`config.mk`:
```
export PLATFORM = sky130hd
export DESIGN_NAME = csa_ecm_fetch
export DESIGN_NICKNAME = d
export VERILOG_FILES = /design/src/rtl/csa_ecm_fetch.sv
export SDC_FILE = /design/constraint.sdc
export NUM_CORES = 1
export LEC_CHECK = 0
export BUFFER_PORTS_ARGS = -buffer_cell sky130_fd_sc_hd__buf_4
export CORE_MARGIN = 3
export CORE_UTILIZATION = 40
export DETAILED_ROUTE_END_ITERATION = 8
export MAX_ROUTING_LAYER = met4
export SKIP_CTS_REPAIR_TIMING = 1
export SYNTH_ARGS = -nofsm -noshare
export SYNTH_HDL_FRONTEND = slang
export SYNTH_SLANG_ARGS = --single-unit
export TNS_END_PERCENT = 20
```
`constraint.sdc`:
```
create_clock -name clk -period 4 [get_ports clk]
set_clock_uncertainty 0.2 [all_clocks]
set_input_delay 0.2 -clock clk [delete_from_list [all_inputs] [get_ports clk]]
set_output_delay 0.2 -clock clk [all_outputs]
set_load 0.01 [all_outputs]
```
`src/rtl/csa_ecm_fetch.sv`:
```
// ECM packet fetch: queues validated ECM address requests, reads each 188-byte
// ECM TS packet from packet memory, patches the continuity counter and emits
// the packet as a framed byte stream.
module csa_ecm_fetch #(
  parameter int unsigned FIFO_DEPTH = 16,
  parameter int unsigned FIFO_AW    = 4,
  parameter int unsigned PKT_LEN    = 188,
  parameter int unsigned TIMEOUT    = 1024
) (
  input  logic        clk,
  input  logic        rst_n,
  input  logic [35:0] ecm_addr_din,
  input  logic        ecm_addr_din_en,
  output logic        mem_rd_req,
  output logic [26:0] mem_rd_addr,
  input  logic        mem_rd_ack,
  input  logic [7:0]  mem_rd_data,
  input  logic        mem_rd_data_en,
  output logic [7:0]  ts_dout,
  output logic        ts_dout_en,
  output logic        ts_dout_sop,
  output logic        ts_dout_eop,
  output logic        ts_dout_err,
  output logic        fifo_ovf,
  output logic        sync_err,
  output logic        req_drop
);

  localparam int unsigned CW = FIFO_AW + 1;
  localparam int unsigned TW = $clog2(TIMEOUT);

  typedef enum logic [1:0] {StIdle, StReq, StRecv, StDrain} state_e;

  state_e             state_q, state_d;
  logic [CW-1:0]      count_q;
  logic [FIFO_AW-1:0] wptr_q, rptr_q;
  logic [22:0]        fifo_mem [FIFO_DEPTH];
  logic [22:0]        head;
  logic               req_ok, full, push, pop;
  logic [3:0]         cc_q, cc_d;
  logic [18:0]        base_q, base_d;
  logic [7:0]         cnt_q, cnt_d;
  logic [TW-1:0]      timer_q, timer_d;
  logic [7:0]         dout_q, dout_d;
  logic               en_q, en_d, sop_q, sop_d, eop_q, eop_d, err_q, err_d;
  logic               ovf_q, ovf_d, sync_q, sync_d, drop_q, drop_d;
  logic               unused_offset;

  // Byte offset field is always zero and carries no information.
  assign unused_offset = ^ecm_addr_din[7:0];

  assign req_ok = ecm_addr_din[31] && (ecm_addr_din[30:27] == 4'b0010);
  assign full   = (count_q == CW'(FIFO_DEPTH));
  // Holding off one cycle after an eop keeps two cycles between eop and the next read request.
  assign pop    = (state_q == StIdle) && (count_q != '0) && !eop_q;
  // A full FIFO still takes the write when the head is popped in the same cycle.
  assign push   = ecm_addr_din_en && req_ok && (!full || pop);
  assign ovf_d  = ecm_addr_din_en && req_ok && full && !pop;
  assign drop_d = ecm_addr_din_en && !req_ok;
  assign head   = fifo_mem[rptr_q];

  // Request FIFO storage; no reset needed, validity tracked by count_q.
  always_ff @(posedge clk) begin
    if (push) fifo_mem[wptr_q] <= {ecm_addr_din[35:32], ecm_addr_din[26:8]};
  end

  // Request FIFO pointers and occupancy.
  always_ff @(posedge clk or negedge rst_n) begin
    if (!rst_n) begin
      wptr_q  <= '0;
      rptr_q  <= '0;
      count_q <= '0;
    end else begin
      if (push) wptr_q <= wptr_q + 1'b1;
      if (pop)  rptr_q <= rptr_q + 1'b1;
      if (push && !pop)      count_q <= count_q + 1'b1;
      else if (pop && !push) count_q <= count_q - 1'b1;
    end
  end

  // Fetch FSM next state and registered output beat.
  always_comb begin
    state_d = state_q;
    cc_d    = cc_q;
    base_d  = base_q;
    cnt_d   = cnt_q;
    timer_d = timer_q;
    dout_d  = 8'h00;
    en_d    = 1'b0;
    sop_d   = 1'b0;
    eop_d   = 1'b0;
    err_d   = 1'b0;
    sync_d  = 1'b0;
    unique case (state_q)
      StIdle: begin
        if (pop) begin
          cc_d    = head[22:19];
          base_d  = head[18:0];
          state_d = StReq;
        end
      end
      StReq: begin
        if (mem_rd_ack) begin
          cnt_d   = '0;
          timer_d = '0;
          state_d = StRecv;
        end
      end
      StRecv: begin
        if (mem_rd_data_en) begin
          cnt_d   = cnt_q + 1'b1;
          timer_d = '0;
          if (cnt_q == 8'd0) begin
            if (mem_rd_data == 8'h47) begin
              en_d   = 1'b1;
              sop_d  = 1'b1;
              dout_d = mem_rd_data;
            end else begin
              sync_d  = 1'b1;
              state_d = StDrain;
            end
          end else begin
            en_d   = 1'b1;
            dout_d = (cnt_q == 8'd3) ? {mem_rd_data[7:4], cc_q} : mem_rd_data;
            if (cnt_q == 8'(PKT_LEN - 1)) begin
              eop_d   = 1'b1;
              state_d = StIdle;
            end
          end
        end else if (timer_q == TW'(TIMEOUT - 1)) begin
          // A nonzero byte count means sop already left, so close the frame with an error beat.
          if (cnt_q != 8'd0) begin
            en_d  = 1'b1;
            eop_d = 1'b1;
            err_d = 1'b1;
          end
          state_d = StIdle;
        end else begin
          timer_d = timer_q + 1'b1;
        end
      end
      StDrain: begin
        if (mem_rd_data_en) begin
          cnt_d   = cnt_q + 1'b1;
          timer_d = '0;
          if (cnt_q == 8'(PKT_LEN - 1)) state_d = StIdle;
        end else if (timer_q == TW'(TIMEOUT - 1)) begin
          state_d = StIdle;
        end else begin
          timer_d = timer_q + 1'b1;
        end
      end
      default: state_d = StIdle;
    endcase
  end

  // FSM, packet context and output registers.
  always_ff @(posedge clk or negedge rst_n) begin
    if (!rst_n) begin
      state_q <= StIdle;
      cc_q    <= '0;
      base_q  <= '0;
      cnt_q   <= '0;
      timer_q <= '0;
      dout_q  <= '0;
      en_q    <= 1'b0;
      sop_q   <= 1'b0;
      eop_q   <= 1'b0;
      err_q   <= 1'b0;
      ovf_q   <= 1'b0;
      sync_q  <= 1'b0;
      drop_q  <= 1'b0;
    end else begin
      state_q <= state_d;
      cc_q    <= cc_d;
      base_q  <= base_d;
      cnt_q   <= cnt_d;
      timer_q <= timer_d;
      dout_q  <= dout_d;
      en_q    <= en_d;
      sop_q   <= sop_d;
      eop_q   <= eop_d;
      err_q   <= err_d;
      ovf_q   <= ovf_d;
      sync_q  <= sync_d;
      drop_q  <= drop_d;
    end
  end

  assign mem_rd_req  = (state_q == StReq);
  assign mem_rd_addr = {base_q, 8'h00};
  assign ts_dout     = dout_q;
  assign ts_dout_en  = en_q;
  assign ts_dout_sop = sop_q;
  assign ts_dout_eop = eop_q;
  assign ts_dout_err = err_q;
  assign fifo_ovf    = ovf_q;
  assign sync_err    = sync_q;
  assign req_drop    = drop_q;

endmodule
```
# After elaboration in Yosys (flattened, before gate mapping)
# Memories as Yosys holds them, arrays and structs flattened. A register that Yosys moved wholly into a read port is not among the register bits.
# Cells that the tools add are included.
# Widths: inputs -> output; s select.
# totals
register_bits,48
latch_bits,0
ramBits,368
romBits,0
in_bits,49
out_inout_bits,43
wordCells,107
mem_count,1
# memory_table
memory,words,width,rd,rd_ports_with_merged_regs,write_ports,line_no,rtl
fifo_mem,16,23,1,1,1,37,logic [22:0] fifo_mem [FIFO_DEPTH];
# classes
n_addsub,6
multipliers,0
n_div,0
n_lt_le_gt_ge,0
eq_ne,14
shift,0
muxes,44
bitwise_logic,0
reduce_logical,28
# op_table
operator,count
$mux 8,6
$mux 10,3
$mux 1,21
$pmux 10 s2,1
$mux 2,8
$pmux 8 s2,1
$add 10x1->10 const B,1
$eq 10x10->1 const B,1
$logic_and 1x1->1,10
$mux 5,2
$reduce_and 3->1,3
$add 4x1->4 const B,2
$add 8x1->8 const B,1
$eq 8x2->1 const B,1
$eq 8x7->1 const B,1
$eq 8x8->1 const B,1
$logic_not 8->1,1
$pmux 2 s4,1
$reduce_bool 8->1,1
$logic_not 1->1,6
$add 5x1->5 const B,1
$eq 5x5->1 const B,1
$reduce_bool 5->1,1
$sub 5x1->5 const B,1
13 further kinds,16

# Depth between registers and ports, before layout
# Gate-level depths: netlist of the first run.
# depth
word_depth,9
ltp_mapped,12
mapped_depth_nobuf,11

# Least setup slack after synthesis of the first run
# OpenSTA, ideal clock, no wires.
# synth_path
path_kind,flip-flop to flip-flop
start,reg state_q[0]
end,mem fifo_mem[0][0] (enable)
arrival_ns,3.559
required_time_ns,3.330
slack_ns,-0.229
path_stages_with_launch,5
n_path_buf,0
path_cell_list,dfrtp_1 > or3_1 > nand3_1 > nand2_1 > nor4b_1
# synth_via
elab_chain_len,7
# synth_lines
element,line_no,rtl
from (decl),34,"state_e state_q, state_d;"
from (signal assigned),160,state_q <= StIdle;
from (signal assigned),174,state_q <= state_d;
$logic_not 2->1,55,assign pop = (state_q == StIdle) && (count_q != '0) && !eop_q;
$logic_and 1x1->1 (2 in series),55,
$logic_or 1x1->1,57,assign push = ecm_addr_din_en && req_ok && (!full || pop);
$logic_and 1x1->1,57,
$mux 1,64,"if (push) fifo_mem[wptr_q] <= {ecm_addr_din[35:32], ecm_addr_din[26:8]};"
$mux 1 (implied by the code),64,
to (decl),37,
# Every way passes these cells.

# Worst setup path after layout of the first run
# layout_path
start,reg count_q[0]
end,reg count_q[4]
# layout_via
elab_chain_len,8
word_cells_on_any_way,16
# layout_lines
element,line_no,rtl
from (decl),35,logic [CW-1:0] count_q;
from (signal assigned),76,if (push && !pop) count_q <= count_q + 1'b1;
from (signal assigned),77,else if (pop && !push) count_q <= count_q - 1'b1;
branches (longest 8 deep; another with $sub 5x1->5),n/a,
# Several ways; the timed one is not identified. The select of a mux whose other input is x is not followed.
# A chain may end at the register's enable or synchronous reset.

==> results of run 1 <==
==> cell usage after synthesis, drive strengths merged, types with 13 or more instances <==
| master | n | area, um2 |
|---|---|---|
| edfxtp | 368 | 11100 |
| mux4 | 92 | 2070 |
| dfrtp | 71 | 1780 |
| mux2i | 47 | 470 |
| buf | 40 | 310 |
| nand2 | 36 | 135 |
| o21ai | 25 | 125 |
| nor2 | 20 | 75.1 |
| mux2 | 18 | 203 |
| a21oi | 15 | 75.1 |
| clkbuf | 13 | 56.3 |
==> metrics by stage <==
step | TNS (ns) | hold WS (ns) | power, mW | utilization [%]
floorplan | -21.04 | -0.296 | 7.73 | -
global placement | 0 | 0.161 | 8.43 | 43.5
detailed placement | 0 | 0.164 | 8.45 | 43.5
CTS | 0 | -0.447 | 12.8 | 47.0
global route | 0 | 0.00955 | 13.2 | 48.0
finish | 0 | -0.000362 | 12.6 | 48.0
==> worst max path at each step <==
stage	start	end	slack, ns	depth (start not counted)
5_1_grt	count_q[0]	count_q[4]	0.28	11
6_report	count_q[0]	count_q[4]	0.66	11
2_1_floorplan	state_q[0]	fifo_mem[0][0]	-0.23	4
4_1_cts	count_q[0]	count_q[4]	0.60	11
3_5_place_dp	count_q[0]	count_q[4]	0.63	11
3_3_place_gp	count_q[0]	count_q[4]	0.66	11
==> tightest hold or removal path: stages <==
cell	delay, ns
buf_4	0.08
nor4b_1	0.04
and3_1	0.24
nand3_1	0.10
o21ai_0	0.07
==> area by class of cell <==
class	instances	area (um2)	area share (%)
timing repair buffer	146	1260	6.04
multi-input combinational	406	4390	21.1
clock buffer	64	1260	6.05
clock inverter	19	259	1.25
tap	585	732	3.52
antenna	1	2.50	0.0120
inverter	12	45.0	0.217
sequential	439	12800	61.8
==> power groups by stage <==
stage	clock network [mW]	logic [mW]	registers [mW]
2_1_floorplan	0	2.25	5.47
3_3_place_gp	0	2.74	5.69
3_5_place_dp	0	2.76	5.69
4_1_cts	4.39	2.77	5.60
5_1_grt	4.56	3.02	5.64
6_report	4.28	2.75	5.59
==> cells by family (layout without fill, tap and decap cells) <==
family	Yosys count	count (layout)	share of synthesized area (%)
mux	157	157	15.6
xor+xnor	19	19	0.947
compound gates	71	71	2.60
fa+ha+maj	13	13	0.968
flops	439	439	73.0
other cells	1	9	0.0213
buf+inv	65	241	2.34
simple gates	138	138	4.53
==> state kept, by name (all words and copies together) (netlist names), 2 cells and up <==
register	flops
state_q	2
count_q	5
cc_q	4
cnt_q	8
timer_q	10
wptr_q	4
ts_dout	8
base_q	19
rptr_q	4
fifo_mem	368
==> routing by layer <==
| layer | up-vias | GRT usage, % |
|---|---|---|
| li1 | 3919 | - |
| met3 | 52 | 2.83 |
| met1 | 4589 | 20.9 |
| met5 | - | - |
| met2 | 142 | 24.8 |
| met4 | 0 | 4.45 |
==> layout by cell type, fill, tap and decap left out, types with 5 or more instances in the layout <==
| master | instances |
|---|---|
| and4_1 | 6 |
| ha_1 | 12 |
| a211o_1 | 7 |
| and3_1 | 5 |
| clkbuf_8 | 6 |
| nor2b_1 | 12 |
| and4b_1 | 9 |
| edfxtp_1 | 368 |
| buf_4 | 98 |
| clkbuf_16 | 45 |
| mux2_2 | 18 |
| clkbuf_1 | 13 |
| dfrtp_1 | 68 |
| o21ai_0 | 25 |
| dlygate4sd3_1 | 44 |
| bufinv_16 | 5 |
| mux2i_1 | 47 |
| or3_1 | 6 |
| clkinv_2 | 7 |
| a22o_1 | 7 |
| and2_1 | 5 |
| inv_1 | 11 |
| xnor2_1 | 10 |
| mux4_2 | 92 |
| nand2_1 | 36 |
| a21oi_1 | 15 |
| nor2_1 | 20 |
| xor2_1 | 9 |
| nand3_1 | 12 |
| nand4_1 | 7 |
| conb_1 | 8 |
==> impl_metrics.json, run 1 <==
{
  "status": "complete, but fails checks",
  "violations": "negative hold slack",
  "place_inst": 1544,
  "holdPathEnd": "wptr_q[1]",
  "fin_crit_sh_pct": 83.6,
  "syn_area_per_cell_um2": 19.5,
  "clk_pin_slew_ns": 0.06,
  "initial_core_util_pct": 40.6,
  "tritoncts": "done",
  "layout_setup_ws_ns": 0.657,
  "avgRoutedWirePerCell_um": 21.1,
  "slew_violations": 0,
  "synth-edff-count": 368,
  "insertion_delay_ns": 0.57,
  "cp-end-kind": "flop",
  "sequentialPowerShare_pct": 44.3,
  "first_pass_iters": 4,
  "drtIter0Drc": 630,
  "switching_share_pct": 26.4,
  "ys_ff_latch": 439,
  "ios": 92,
  "crit_required_ns": 4.29,
  "antenna_found_initial": 1,
  "hp-start": "ecm_addr_din[27]",
  "cts-root-buf": "clkbuf_16",
  "drt-met1-wl_um": 16100,
  "fillers": 3615,
  "crit_family": "simple AND/OR/NAND/NOR gates",
  "grt-ovfl-total": 0,
  "area_delta_synth_final_pct": 18.2,
  "cts_buffer_depth": 3,
  "p_clk_share_pct": 33.9,
  "hold_path_depth": 5,
  "crit_top_cell": "ha_1",
  "r2r_cells": 11,
  "drcViolationCount": 0,
  "post-route-min-period_ns": 3.34,
  "routed_via_density": 5.20,
  "grt_max_degree": 61,
  "r2r_end": "count_q[4]",
  "layout-drive-gt1-share_pct": 26.7,
  "grt_pass1_wl_um": 53400,
  "gr-usage-all-layers_pct": 15.6,
  "vias": 8702,
  "powerDensity_nw_per_um2": 607,
  "dpl-instance-area_um2": 18800,
  "rsz0062_at_grt": "false",
  "hp-class": "input pin to flop",
  "finalSetupViolations": 0,
  "highest_layer": "met4",
  "fin_nets": 1112,
  "synth_warnings": 0,
  "worstPathCellList": "nor4_1 > nand3_1 > nand2_1 > inv_2 > ha_1 > inv_1 > ha_1 > a21o_1 > a21oi_1 > mux2i_1 > xnor2_1",
  "stdcell_area_um2": 20800,
  "crit_path_start_kind": "flop",
  "grt_pass1_vias": 8803,
  "ir_drop_uv": 350,
  "p_int_mw": 9.28,
  "reg2reg_from": "count_q[0]",
  "fp.coreArea_um2": 43300,
  "die_w_um": 216,
  "port-buffer-count": 75,
  "dr_wl_met2_um": 17200,
  "worst_path_largest_cell_delay_ns": 0.45,
  "hold_viol": 1,
  "p_switching_mw": 3.33,
  "r2r_slack_ns": 0.66,
  "cts_buffers": 45,
  "ant_nets": 0,
  "drv_cap": 0,
  "dieArea_um2": 46500,
  "dp_hpwl_um": 19100,
  "place_ws_ns": 0.633,
  "power_frac_comb_pct": 21.8,
  "place.gp.congestion": 0.764,
  "cts_sinks": 439,
  "ys.flop_type": "edfxtp_1",
  "crit_fanout": 15,
  "htree_num_levels": 2,
  "ys_seq_area_share_pct": 73.0,
  "relSlewSlack_pct": 43.5,
  "wl_met3_um": 1390,
  "hold-worst-slack_ns": -0.000362,
  "ys_types": 52,
  "synth_cells": 903,
  "num_rows": 76,
  "worst_path_max_delay_cell": "nor4_1",
  "synth_async_sr_flop_share_pct": 16.2,
  "stdcell_count": 1672,
  "timing.fmax_mhz": 299,
  "totalWireLength_um": 35300,
  "worstSetupPathType": "flop to flop",
  "crit_arrival_ns": 3.64,
  "leakage_nw": 7.27,
  "worst_pin_slew_ns": 0.847,
  "cp_num_buf_inv": 2,
  "chipHeight_um": 216,
  "syn_area_um2": 17600
}
No activity file was read; power rests on OpenSTA's default activity.
==> run 2: changes to the inputs <==
--- a/config.mk
+++ b/config.mk
@@ -5,6 +5,7 @@
 export SDC_FILE = /design/constraint.sdc
 export NUM_CORES = 1
 export LEC_CHECK = 0
+export ABC_AREA = 1
 export BUFFER_PORTS_ARGS = -buffer_cell sky130_fd_sc_hd__buf_4
 export CORE_MARGIN = 3
 export CORE_UTILIZATION = 40
==> constraint.sdc (replaced) <==
create_clock -name clk -period 3.5 [get_ports clk]
set_clock_uncertainty 0.2 [all_clocks]
set_input_delay 0.175 -clock clk [delete_from_list [all_inputs] [get_ports clk]]
set_output_delay 0.175 -clock clk [all_outputs]
set_load 0.01 [all_outputs]
==> impl_metrics.json, run 2 <==
{
  "worst_path_max_delay_cell": "dlygate4sd3_1",
  "hold_viol": 0,
  "relSlewSlack_pct": 43.1,
  "num_rows": 77,
  "netlist_top_cells_count": "nand2_1, edfxtp_1, nand3_1",
  "place.gp.congestion": 0.780,
  "totalWireLength_um": 45400,
  "finalSetupViolations": 0,
  "clk_pin_slew_ns": 0.06,
  "layout-drive-gt1-share_pct": 11.7,
  "fin_nets": 1860,
  "fin_crit_sh_pct": 87.1,
  "status": "complete, no violations",
  "chipHeight_um": 221,
  "cts_buffer_depth": 3,
  "drcViolationCount": 0,
  "hp-class": "input pin to async pin",
  "ios": 92,
  "layout_commonest_cell": "nand2_1",
  "top_regs": "fifo_mem (368), base_q (19), timer_q (10)",
  "synth_async_sr_flop_share_pct": 16.2,
  "die_w_um": 221,
  "drtIter0Drc": 989,
  "grt_pass1_wl_um": 68700,
  "final_cell_mix": "nand2_1, edfxtp_1, nand3_1, buf_4, dfrtp_1",
  "tritoncts": "done",
  "switching_share_pct": 36.9,
  "crit_path_start_kind": "input pin",
  "ys_seq_area_share_pct": 69.7,
  "ir_drop_uv": 516,
  "cts_sinks": 439,
  "stdcell_count": 2430,
  "crit_required_ns": 3.82,
  "cp-end-kind": "flop",
  "gr-usage-all-layers_pct": 19.1,
  "synth-edff-count": 368,
  "area_delta_synth_final_pct": 17.3,
  "ys_types": 30,
  "largest_register_ff_count": 368,
  "ys.flop_type": "edfxtp_1",
  "avgRoutedWirePerCell_um": 18.7,
  "place_inst": 2300,
  "vias": 12400,
  "htree_num_levels": 2,
  "crit_arrival_ns": 3.37,
  "worstSetupPathType": "input pin to flop",
  "worst_pin_slew_ns": 0.854,
  "synth_cells": 1683,
  "syn_area_um2": 18400,
  "port-buffer-count": 75,
  "grt_pass1_vias": 11700,
  "initial_core_util_pct": 41.1,
  "first_pass_iters": 7,
  "p_switching_mw": 6.00,
  "crit_fanout": 10,
  "total_power_mw": 16.3,
  "cts_buffers": 47,
  "leakage_nw": 8.51,
  "insertion_delay_ns": 0.60,
  "antenna_found_initial": 2,
  "synth_area_leaders": "edfxtp_1, nand2_1, dfrtp_1, nand3_1, buf_2",
  "timing.fmax_mhz": 328,
  "dp_hpwl_um": 25500,
  "fillers": 3987,
  "post-route-min-period_ns": 3.05,
  "ant_nets": 0,
  "rsz0062_at_grt": "false",
  "grt-ovfl-total": 0,
  "yosysTopAreaCell": "edfxtp_1",
  "syn_area_per_cell_um2": 10.9,
  "cts-root-buf": "clkbuf_16",
  "ys_ff_latch": 439,
  "fp.coreArea_um2": 44800,
  "slew_violations": 0,
  "crit_top_cell": "nor2_1",
  "power_frac_comb_pct": 32.1,
  "grt_max_degree": 151,
  "synth.most_common_cell": "nand2_1",
  "sequentialPowerShare_pct": 39.0,
  "worstPathCellList": "dlygate4sd3_1 > buf_4 > nor2_1 > dlygate4sd3_1 > nand3_1 > nor2_1 > nand2_1 > inv_2 > ha_1 > inv_1 > fa_1 > a21oi_1 > nor2_1 > nor2_1 > xor2_1 > nand2_1 > nand2_1",
  "drv_cap": 0,
  "synth_warnings": 0,
  "routed_via_density": 5.11,
  "powerDensity_nw_per_um2": 752,
  "worst_path_largest_cell_delay_ns": 0.59,
  "top_register": "fifo_mem",
  "synth_top_area_share_pct": 60.0,
  "p_clk_share_pct": 28.9,
  "dieArea_um2": 48600,
  "tns_ns": 0,
  "p_int_mw": 10.3
}
[run 2: changes by cell type after synthesis, sizes merged, moves of 47 or more]
cell,change
buf,+47
mux2i,-47
mux4,-92
nand2,+614
nand3,+286
nor2,+48
[run 2: cell families (layout without fill, tap and decap cells)]
group / Yosys count / after routing / synth area share [%]
buffers and inverters: 149 / 295 / 4.34
DFF: 439 / 439 / 69.7
adders and majority gates: 13 / 13 / 0.924
AOI/OAI and AO/OA: 39 / 39 / 1.09
xor gates and xnor gates: 10 / 10 / 0.476
and+or+nand+nor: 1032 / 1032 / 23.5
other: 1 / 10 / 0.0204
[run 2: power by group through the flow]
stage	Combinational, mW	Sequential [mW]	Clock, mW
floorplan	3.74	6.28	0
global placement	5.11	6.43	0
detailed placement	5.16	6.44	0
CTS	5.20	6.34	4.80
global route	5.85	6.37	4.99
finish	5.22	6.33	4.70
[run 2: metrics by stage]
stage	utilization, %	hold WS (ns)	instance area (um2)	worst slack, ns
global placement	44.0	0.129	19700	0.665
CTS	47.3	-0.501	21200	0.651
floorplan	-	-0.321	18400	0.822
finish	48.2	0.0187	21600	0.450
global route	48.2	0.0992	21600	0.245
detailed placement	44.0	0.135	19700	0.681
[run 2: worst max-delay path: cells and delay by family]
family / cells / cell delay [ns]
buffers and inverters: 5 / 1.53
AND/OR/NAND/NOR: 8 / 0.72
adder cells (fa/ha/maj): 2 / 0.64
XOR/XNOR: 1 / 0.16
AO/OA/AOI/OAI: 1 / 0.15
[run 2: final timing paths]
kind	slack, ns	cells past startpoint	from	to
worst max-delay path	0.45	17	ecm_addr_din[29]	count_q[4]
worst min-delay path	0.02	2	rst_n	wptr_q[3]
worst max register to register	0.63	16	state_q[0]	count_q[4]
worst min register to register	0.28	2	base_q[16]	base_q[16]
max in group asynchronous	2.38	3	rst_n	base_q[12]
min in group clk	0.02	8	ecm_addr_din[27]	wptr_q[2]
[run 2: area by class of cell]
| class | instances | area, um2 | share of cell area, % |
|---|---|---|---|
| flip-flops and latches | 439 | 12800 | 59.4 |
| well taps | 592 | 741 | 3.43 |
| repair buffers | 153 | 1430 | 6.60 |
| clock inverters | 22 | 171 | 0.794 |
| inverters | 55 | 209 | 0.967 |
| multi-input cells | 1102 | 4930 | 22.8 |
| diodes | 2 | 5.00 | 0.0232 |
| clock buffers | 65 | 1280 | 5.94 |
[run 2: metal layers]
metal | track usage (%) | vias up | share of wire (%)
met2 | 30.2 | 306 | 47
met4 | 4.78 | 0 | 2.0
met5 | - | - | 0
li1 | - | 5938 | -
met3 | 3.58 | 71 | 5.5
met1 | 25.9 | 6101 | 45
==> run 3: changes to the inputs <==
--- a/config.mk
+++ b/config.mk
@@ -11,6 +11,7 @@
 export CORE_UTILIZATION = 40
 export DETAILED_ROUTE_END_ITERATION = 8
 export MAX_ROUTING_LAYER = met4
+export PLACE_DENSITY_LB_ADDON = 0.1
 export SKIP_CTS_REPAIR_TIMING = 1
 export SYNTH_ARGS = -nofsm -noshare
 export SYNTH_HDL_FRONTEND = slang
==> impl_metrics.json, run 3 (synthesis results as in run 2) <==
{
  "status": "complete, no violations",
  "gr-usage-all-layers_pct": 19.9,
  "final_cell_mix": "nand2_1, edfxtp_1, nand3_1, buf_4, dfrtp_1",
  "htree_num_levels": 2,
  "avgRoutedWirePerCell_um": 19.2,
  "gr-usage-met2_pct": 30.8,
  "timing.fmax_mhz": 332,
  "grt_pass1_vias": 11600,
  "first_pass_iters": 5,
  "antenna_found_initial": 1,
  "dp_hpwl_um": 25400,
  "cts-root-buf": "clkbuf_16",
  "crit_arrival_ns": 3.31,
  "port-buffer-count": 75,
  "dieArea_um2": 48600,
  "tritoncts": "done",
  "use_met3_pct": 2.88,
  "post-route-min-period_ns": 3.01,
  "ir_drop_uv": 612,
  "dpl-instance-area_um2": 19700,
  "hold-worst-slack_ns": 0.0135,
  "area_delta_synth_final_pct": 17.9,
  "hold_viol": 0,
  "startpoint": "ecm_addr_din[27]",
  "finalSetupViolations": 0,
  "relSlewSlack_pct": 22.1,
  "hp-class": "input pin to async pin",
  "cp-end-kind": "flop",
  "crit_required_ns": 3.80,
  "num_rows": 77,
  "initial_core_util_pct": 41.1,
  "worst_pin_slew_ns": 1.17,
  "place.gp.congestion": 0.758,
  "place_ws_ns": 0.695,
  "totalWireLength_um": 46800,
  "ant_nets": 0,
  "layout-drive-gt1-share_pct": 11.6,
  "crit_fanout": 10,
  "cts_sinks": 439,
  "crit_path_start_kind": "input pin",
  "grt_use_met1_pct": 27.6,
  "top_register": "fifo_mem",
  "vias": 12300,
  "layout_commonest_cell": "nand2_1",
  "chipHeight_um": 221,
  "layout_setup_ws_ns": 0.486,
  "reg2reg_from": "state_q[0]",
  "die_w_um": 221,
  "rsz0062_at_grt": "false",
  "ios": 92,
  "grt_max_degree": 187,
  "grt-ovfl-total": 0,
  "drcViolationCount": 0,
  "powerDensity_nw_per_um2": 768,
  "cts_buffers": 49,
  "grt.busiest_layer": "met2",
  "tns_ns": 0,
  "grt_pass1_wl_um": 70700,
  "top_regs": "fifo_mem (368), base_q (19), timer_q (10)",
  "drtIter0Drc": 943,
  "fp.coreArea_um2": 44800,
  "fin_nets": 1860,
  "clk_pin_slew_ns": 0.06,
  "largest_register_ff_count": 368,
  "leakage_nw": 8.56,
  "slew_violations": 0,
  "cts_buffer_depth": 3,
  "fin_crit_sh_pct": 86.1,
  "worstSetupPathType": "input pin to flop",
  "stdcell_area_um2": 21700,
  "insertion_delay_ns": 0.58,
  "routed_via_density": 5.06,
  "drv_cap": 0
}
-- run 3: cell type report --
type	count	area [um2]
well taps	592	741
multi-input cells	1102	4930
fillers	4082	23100
flip-flops and latches	439	12800
clock buffers	62	1330
clock inverters	30	263
inverters	55	213
diodes	1	2.50
repair buffers	151	1400
-- run 3: metrics by stage --
stage / utilization (%) / cells / power, mW
after global placement: 44.0 / 2299 / 11.7
after CTS: 47.6 / 2391 / 16.8
after global routing: 48.5 / 2432 / 17.7
after floorplan: - / 1690 / 10.0
final: 48.5 / 2432 / 16.7
after detailed placement: 44.0 / 2299 / 11.7
-- run 3: final timing paths --
path / slack, ns / cells past startpoint / end
max in group asynchronous: 2.25 / 3 / req_drop
hold / removal: 0.01 / 2 / base_q[14]
hold reg to reg: 0.28 / 2 / base_q[5]
min in group clk: 0.19 / 4 / ts_dout[5]
setup reg to reg: 0.67 / 16 / count_q[4]
setup / recovery: 0.49 / 17 / count_q[4]
-- run 3: critical path: stages --
cell	delay, ns
dlygate4sd3_1	0.53
buf_4	0.13
nor2_1	0.13
nand3_1	0.11
dlygate4sd3_1	0.58
nor2_1	0.08
nand2_1	0.09
inv_2	0.15
ha_1	0.20
inv_1	0.10
fa_1	0.40
a21oi_1	0.16
nor2_1	0.06
nor2_1	0.11
xor2_1	0.16
nand2_1	0.07
nand2_1	0.05
-- run 3: report_power, final --
| part | internal, mW | switching [mW] |
|---|---|---|
| logic | 1.64 | 3.80 |
| clock network | 3.04 | 2.03 |
| registers | 5.96 | 0.203 |
-- run 3: layer usage --
layer  vias to the layer above  wire length, um
li1                       5952                -
met1                      5985            21700
met2                       284            22000
met3                        77             2060
met4                         0             1110
met5                         -                0
